File: config.mk
export PLATFORM = sky130hd
export DESIGN_NAME = rom_burst_reader
export DESIGN_NICKNAME = d
export VERILOG_FILES = /design/src/rtl/rom_burst_reader.sv
export SDC_FILE = /design/constraint.sdc
export NUM_CORES = 1
export LEC_CHECK = 0
export BUFFER_PORTS_ARGS = -buffer_cell sky130_fd_sc_hd__buf_2
export CAP_MARGIN = 0
export CORE_MARGIN = 2
export CORE_UTILIZATION = 50
export CTS_BUF_LIST = sky130_fd_sc_hd__clkbuf_8
export DETAILED_ROUTE_END_ITERATION = 10
export PLACE_DENSITY = 0.76
export SLEW_MARGIN = 0
export SYNTH_ARGS = -nofsm -noshare
export SYNTH_HDL_FRONTEND = slang
export SYNTH_SLANG_ARGS = --single-unit
export TNS_END_PERCENT = 1
File: constraint.sdc
create_clock -name clk -period 2.9 [get_ports clk]
set_input_delay 0.145 -clock clk [delete_from_list [all_inputs] [get_ports clk]]
set_output_delay 0.145 -clock clk [all_outputs]
set_load 0.03 [all_outputs]
File: src/rtl/rom_burst_reader.sv
// rom_burst_reader
//   Reads `length` consecutive words from a synchronous ROM, one address per
//   clock, starting at `base_addr`, and captures word i into rom_data[i].
//   A ROM_LATENCY-deep tag pipeline follows each issued address so the
//   returning data lands in the right entry whatever the ROM latency is.
//
// Ports
//   clk           in   system clock, rising edge
//   reset         in   asynchronous active-low reset
//   start         in   begin a burst (accepted in IDLE or DONE)
//   abort         in   cancel the active burst (RUN or DRAIN)
//   base_addr     in   first ROM address, latched at start
//   length        in   words to read, latched at start, clamped to DEPTH
//   rom_q_data_in in   ROM read data
//   rom_address   out  registered ROM address
//   rom_data      out  capture array, entry i = ROM[base+i]
//   busy          out  high in RUN and DRAIN
//   done          out  high in DONE until the next accepted start
//   words_read    out  words captured in the current burst
module rom_burst_reader #(
    parameter int DATA_W      = 8,
    parameter int ADDR_W      = 5,
    parameter int DEPTH       = 32,
    parameter int ROM_LATENCY = 1,
    parameter int LEN_W       = $clog2(DEPTH + 1)
) (
    input  logic                         clk,
    input  logic                         reset,
    input  logic                         start,
    input  logic                         abort,
    input  logic [ADDR_W-1:0]            base_addr,
    input  logic [LEN_W-1:0]             length,
    input  logic [DATA_W-1:0]            rom_q_data_in,
    output logic [ADDR_W-1:0]            rom_address,
    output logic [DEPTH-1:0][DATA_W-1:0] rom_data,
    output logic                         busy,
    output logic                         done,
    output logic [LEN_W-1:0]             words_read
);

    typedef enum logic [1:0] {
        S_IDLE,
        S_RUN,
        S_DRAIN,
        S_DONE
    } state_t;

    state_t state, state_nxt;

    logic [LEN_W-1:0]       len_clamped;
    logic [LEN_W-1:0]       len_q;
    logic [LEN_W-1:0]       last_idx;
    logic [LEN_W-1:0]       issue_cnt;
    logic [ROM_LATENCY-1:0] tag_v;
    logic [LEN_W-1:0]       tag_idx [ROM_LATENCY];

    logic start_acc;
    logic issue;
    logic last_issue;
    logic capture;
    logic last_capture;

    assign len_clamped = (length > LEN_W'(DEPTH)) ? LEN_W'(DEPTH) : length;
    assign last_idx    = len_q - LEN_W'(1);

    always_comb begin
        busy         = (state == S_RUN) || (state == S_DRAIN);
        done         = (state == S_DONE);
        start_acc    = start && ((state == S_IDLE) || (state == S_DONE));
        issue        = (state == S_RUN) && !abort;
        last_issue   = issue && (issue_cnt == last_idx);
        // The oldest tag leaves the pipeline exactly when its data is valid.
        capture      = tag_v[ROM_LATENCY-1] && busy && !abort;
        last_capture = capture && (tag_idx[ROM_LATENCY-1] == last_idx);
    end

    always_comb begin
        state_nxt = state;
        case (state)
            S_IDLE, S_DONE: begin
                if (start) state_nxt = (len_clamped == '0) ? S_DONE : S_RUN;
            end
            S_RUN: begin
                if (abort)           state_nxt = S_IDLE;
                else if (last_issue) state_nxt = S_DRAIN;
            end
            S_DRAIN: begin
                if (abort)             state_nxt = S_IDLE;
                else if (last_capture) state_nxt = S_DONE;
            end
            default: state_nxt = S_IDLE;
        endcase
    end

    always_ff @(posedge clk or negedge reset) begin
        if (!reset) state <= S_IDLE;
        else        state <= state_nxt;
    end

    always_ff @(posedge clk or negedge reset) begin
        if (!reset) begin
            rom_address <= '0;
            rom_data    <= '0;
            words_read  <= '0;
            len_q       <= '0;
            issue_cnt   <= '0;
            tag_v       <= '0;
            for (int unsigned k = 0; k < ROM_LATENCY; k++) tag_idx[k] <= '0;
        end else begin
            if (start_acc) begin
                len_q       <= len_clamped;
                issue_cnt   <= '0;
                words_read  <= '0;
                rom_address <= base_addr;
            end else if (issue && !last_issue) begin
                issue_cnt   <= issue_cnt + LEN_W'(1);
                rom_address <= rom_address + ADDR_W'(1);
            end

            tag_v[0]   <= issue;
            tag_idx[0] <= issue_cnt;
            for (int unsigned k = 1; k < ROM_LATENCY; k++) begin
                tag_v[k]   <= tag_v[k-1];
                tag_idx[k] <= tag_idx[k-1];
            end
            // Abort kills every in-flight read; the later assignment wins
            // over the shift above.
            if (abort && busy) tag_v <= '0;

            if (capture) begin
                words_read <= words_read + LEN_W'(1);
                for (int unsigned i = 0; i < DEPTH; i++) begin
                    if (tag_idx[ROM_LATENCY-1] == LEN_W'(i)) rom_data[i] <= rom_q_data_in;
                end
            end
        end
    end

endmodule

Word-level counts from Yosys, hierarchy flattened. Cells that the tools add are included.

Bits in registers: 288. Logic and storage cells: 149. Output and inout bits: 269.

Equality and inequality tests: 39. Add/sub/neg operators: 4. Order comparisons: 1. Multiplexer cells: 15. Reductions and logical operators: 51.

Operators with widths (count): equality test 6 x 5 -> 1 bit (second input constant) (16); AND reduction 2 bit (32); equality test 6 x 4 -> 1 bit (second input constant) (8); two-way mux 6 bit (5); equality test 6 x 3 -> 1 bit (second input constant) (4); adder 6 x 1 -> 6 bit (second input constant) (2); equality test 6 x 2 -> 1 bit (second input constant) (2); equality test 6 bit (2); logical NOT 6 bit (2); two-way mux 2 bit (6); two-way mux 5 bit (2); logical AND 1 bit (8); equality test 6 x 1 -> 1 bit (second input constant) (1); > comparator 6 bit (second input constant) (1); inequality test 3 bit (second input constant) (2); case mux 2 bit (3 select lines) (1); subtractor 6 x 1 -> 6 bit (second input constant) (1); adder 5 x 1 -> 5 bit (second input constant) (1); equality test 2 bit (second input constant) (2); nonzero test 2 bit (2); AND reduction 3 bit (1); equality test 2 x 1 -> 1 bit (second input constant) (1); logical NOT 1 bit (2); logical NOT 2 bit (1); other kinds (4) (5).

Logic depth before layout (Yosys ltp).
Depth after elaboration: 8. Mapped depth: 9. Mapped depth without buffers: 8.

Least setup slack after synthesis. OpenSTA, ideal clock, no wires.

Kind: reg-to-reg. From: reg len_q[0]. To: reg state[0]. Setup time: 79 ps. Buffers on the path: 0. Required time: 2821 ps. Arrival time: 2202 ps. Setup slack: 618 ps. Cell stages (with the launch flop): 9. Clock period less this slack: 2282 ps. Cells stage by stage: dfrtp_1 -> inv_1 -> ha_1 -> or3b_1 -> xnor2_1 -> nor4_4 -> a21oi_4 -> a211oi_4 -> mux2i_1.

Cells in the longest elaborated chain, start to end: 5.

Ends and longest elaborated chain: start, declared (line 51) `logic [LEN_W-1:0] len_q;`; start signal, assigned (line 111) `len_q <= len_clamped;`; subtractor 6 x 1 -> 6 bit (*) (line 64) `assign last_idx = len_q - LEN_W'(1);`; equality test 6 bit, on equally long branches (line 74, 71); logical AND 1 bit, on equally long branches (line 74, 71); inequality test 3 bit (no line); AND reduction 3 bit (no line) (*); end signal, assigned (line 97) `else state <= state_nxt;`; end, declared (line 48) `state_t state, state_nxt;`.

Mark *: on every way between the ends. The rest lies on a longest branch, timed or not. A chain may end at the register's enable or synchronous reset.

Worst setup path in the final report.
From: reg state[0]. To: reg rom_data[118] (netlist bit).

Cells in the longest elaborated chain, start to end: 5.

Ends and longest elaborated chain: equality test 2 x 1 -> 1 bit or equality test 2 bit (tied branches) (line 67) `busy = (state == S_RUN) || (state == S_DRAIN);`; logical OR 1 bit (*) (line 67); logical AND 1 bit (*) (2 in series) (line 73) `capture = tag_v[ROM_LATENCY-1] && busy && !abort;`; AND reduction 2 bit (no line) (*); end signal, assigned by index (line 133) `if (tag_idx[ROM_LATENCY-1] == LEN_W'(i)) rom_data[i] <= rom_q_data_in;`; end, declared (line 35) `output logic [DEPTH-1:0][DATA_W-1:0] rom_data,`.

Marks and branches as above.

==> impl_metrics.env <==
export IMPL_p_leak_uw=0.008176
export IMPL_die_area_um2=24090
export IMPL_tightest_slew_ps=807.8
export IMPL_wl_per_cell_um=20.19
export IMPL_rsz0062_at_grt="no"
export IMPL_cts_root_buffer="clkbuf_8"
export IMPL_async_flop_share=1.000
export IMPL_finalSetupViolations=0
export IMPL_n_antenna_cell=0
export IMPL_detail_route_iter0_violations=281
export IMPL_switchingPower_uw=3504
export IMPL_powerDensity_nw_per_um2=757.9
export IMPL_synth_ff_type="dfrtp_1"
export IMPL_cts_tree="done"
export IMPL_avgSynthCellArea_um2=14.98
export IMPL_hold_path_class="primary input to async pin"
export IMPL_reg2reg_depth=8
export IMPL_status="completed"
export IMPL_multi_input_area_um2=4063
export IMPL_seq_area_um2=7207
export IMPL_swShare=0.3197
export IMPL_critical_path_class="flop to flop"
export IMPL_grt_antenna_before_repair=0
export IMPL_slew_headroom=0.4615
export IMPL_synth_xor_area_share=0.01970
export IMPL_seq_power_share=0.433
export IMPL_numCtsBuffers=48
export IMPL_synth_top_family_by_area="multiplexers"
export IMPL_grt_util_met1=0.3133
export IMPL_crit_path_end_kind="flop"
export IMPL_via_count=7486
export IMPL_pwr_share_clk=0.344
export IMPL_peakVddDrop_uv=466.5
export IMPL_final_util=0.6407
export IMPL_start_util=0.5065
export IMPL_required_ps=3320
export IMPL_combPwrFrac=0.223
export IMPL_use_met3=0.06323
export IMPL_grt_use_met2=0.3968
export IMPL_drtPass1Iterations=6
export IMPL_synth_edff_count=0
export IMPL_synth_adder_area_share=0.007660
export IMPL_fin_skew_ps=14.20
export IMPL_post_route_period_util=0.9231
export IMPL_p_int_uw=7456
export IMPL_syn_inst=763
export IMPL_synth_compound_area_frac=0.01368
export IMPL_core_rowCount=55
export IMPL_fmax_ghz=0.3736
export IMPL_grtUsageTotal=0.2394
export IMPL_startpoint_type="flop"
export IMPL_gp_congestion=0.7900
export IMPL_hold_viol_final=0
export IMPL_setup_tns_ps=0
export IMPL_h_tree_depth=2
export IMPL_grt_overflow_total=0
export IMPL_synth_nets=793
export IMPL_post_cts_buffers=0
export IMPL_finalMaxSlewViolations=0
export IMPL_arrival_ps=3090
export IMPL_grt_pass1_wl_um=44730
export IMPL_clock_sinks=288
export IMPL_drt_wl_total_um=28700
export IMPL_min_period_ps=2677
export IMPL_place_hpwl_um=19030
export IMPL_grt_max_degree=70
export IMPL_area_growth_pct=26.49
export IMPL_cts_buffer_depth=3
export IMPL_drv_cap=0
export IMPL_die_h_um=155.2
export IMPL_nNetsFinal=1129
export IMPL_yosys_warnings=0
export IMPL_cp_max_fo=8
export IMPL_path_clk_slew_ps=60
export IMPL_fillers=1745
export IMPL_detail_route_antenna_nets=0
export IMPL_die_x_um=155.2
export IMPL_drc=0
export IMPL_grt_pass1_vias=7909
export IMPL_ys_seq_elements=288
export IMPL_synth_mux_area_frac=0.2584
export IMPL_yosys_cell_types_count=38
export IMPL_yosysSeqAreaShare=0.6303
export IMPL_grt_busiest_layer="met2"
export IMPL_drive_above_1_share=0.5743
export IMPL_total_power_uw=10960
export IMPL_synth_simple_area_share=0.05592
export IMPL_via_per_inst=5.264
export IMPL_core_area_um2=22570
export IMPL_io_pins=292
export IMPL_clk_latency_ps=540
export IMPL_io_buffers=291
export IMPL_netlist_area_um2=11430
-- power groups by stage --
stage,clock (µW),combinational (µW),sequential [µW]
after floorplan,0,1120,5350
after global placement,0,2400,4800
after CTS,3870,2470,4750
final,3770,2450,4750
after detailed placement,0,2440,4820
after global routing,4040,2630,4790
-- worst paths after layout --
| check | startpoint | end | slack [ps] |
|---|---|---|---|
| max | state[0]$_DFFE_PN0P_ | rom_data[118]$_DFFE_PN0P_ | 220 |
| min | reset | rom_data[153]$_DFFE_PN0P_ | 160 |
| max reg2reg | state[0]$_DFFE_PN0P_ | rom_data[118]$_DFFE_PN0P_ | 220 |
| min reg2reg | issue_cnt[5]$_DFFE_PN0P_ | tag_idx[5]$_DFF_PN0_ | 430 |
| max in group asynchronous | reset | rom_data[108]$_DFFE_PN0P_ | 1970 |
| min in group clk | start | issue_cnt[1]$_DFFE_PN0P_ | 210 |
-- cell families (layout without fill, tap and decap cells) --
logic type / Yosys count / in the layout
compound gates: 22 / 22
xor+xnor: 24 / 24
fa+ha+maj: 7 / 7
buf+inv: 42 / 416
flops: 288 / 288
mux: 263 / 263
simple gates: 117 / 117
-- cell type report --
| cell class | instances | share of cell area |
|---|---|---|
| Clock buffer | 58 | 0.05520 |
| Clock inverter | 30 | 0.01652 |
| Inverter | 6 | 0.001557 |
| Multi-Input combinational cell | 433 | 0.2809 |
| Sequential cell | 288 | 0.4983 |
| Tap cell | 285 | 0.02466 |
| Timing Repair Buffer | 322 | 0.1228 |
-- sequential cells by signal, summed over array words and instances (netlist names) --
register	flops
tag_v	1
rom_data	256
len_q	6
state	2
rom_address	5
issue_cnt	6
tag_idx	6
words_read	6
-- per-stage QoR --
stage	hold slack, ps	setup slack [ps]	instances	instance area, µm²
after global placement	155.9	223.2	1318	13270
after CTS	161.7	186.9	1422	14460
final	163.3	223.2	1422	14460
after floorplan	-150.6	618.3	763	11430
after detailed placement	152.4	195.4	1318	13270
after global routing	192.2	5.569	1422	14460
-- critical path, cell delays in order (launching register included) --
cell and delay, ps:
dfrtp_1 370, inv_1 70, ha_1 370, nor2_1 160, nand2_1 140, nor3_2 260
nand3_1 280, nor2_2 510, mux2_2 400
-- layout by cell type, fill, tap and decap left out, types with 5 or more instances in the layout --
cell,synthesis,final
nand3b_1,6,6
clkbuf_8,0,58
xor2_1,7,7
buf_4,0,12
dfrtp_1,288,288
mux2_1,7,7
inv_1,6,22
buf_2,5,290
mux2_2,250,250
mux2i_1,6,6
o21ai_0,10,10
dlygate4sd3_1,0,16
nor3_2,5,5
nand3_1,12,12
nand2_1,42,42
nor2_2,12,12
nor2_1,16,16
ha_1,7,7
clkinv_2,0,7
xnor2_1,16,16
-- routing by layer --
| layer | up-vias | part of all wire |
|---|---|---|
| met3 | 55 | 0.069 |
| met1 | 3828 | 0.42 |
| met2 | 258 | 0.49 |
| li1 | 3345 | - |
| met5 | - | 0 |
| met4 | 0 | 0.024 |
-- cells in the mapped netlist, types with 3 or more instances --
cell type	n	area, µm²
a21oi_1	4	20.02
buf_2	5	25.02
clkbuf_1	31	116.4
dfrtp_1	288	7207
ha_1	7	87.58
inv_1	6	22.52
mux2_1	7	78.83
mux2_2	250	2815
mux2i_1	6	60.06
nand2_1	42	157.7
nand2b_1	4	25.02
nand3_1	12	60.06
nand3b_1	6	45.04
nand4_1	4	25.02
nor2_1	16	60.06
nor2_2	12	75.07
nor2b_1	3	18.77
nor3_2	5	50.05
o21ai_0	10	50.05
xnor2_1	16	140.1
xor2_1	7	61.31
-- timing repair --
item,in CTS,in global routing
resized for setup,0,0
hold endpoints to repair,76,0
hold buffers,16,0
Note: power is estimated with default switching activity, not from simulation.
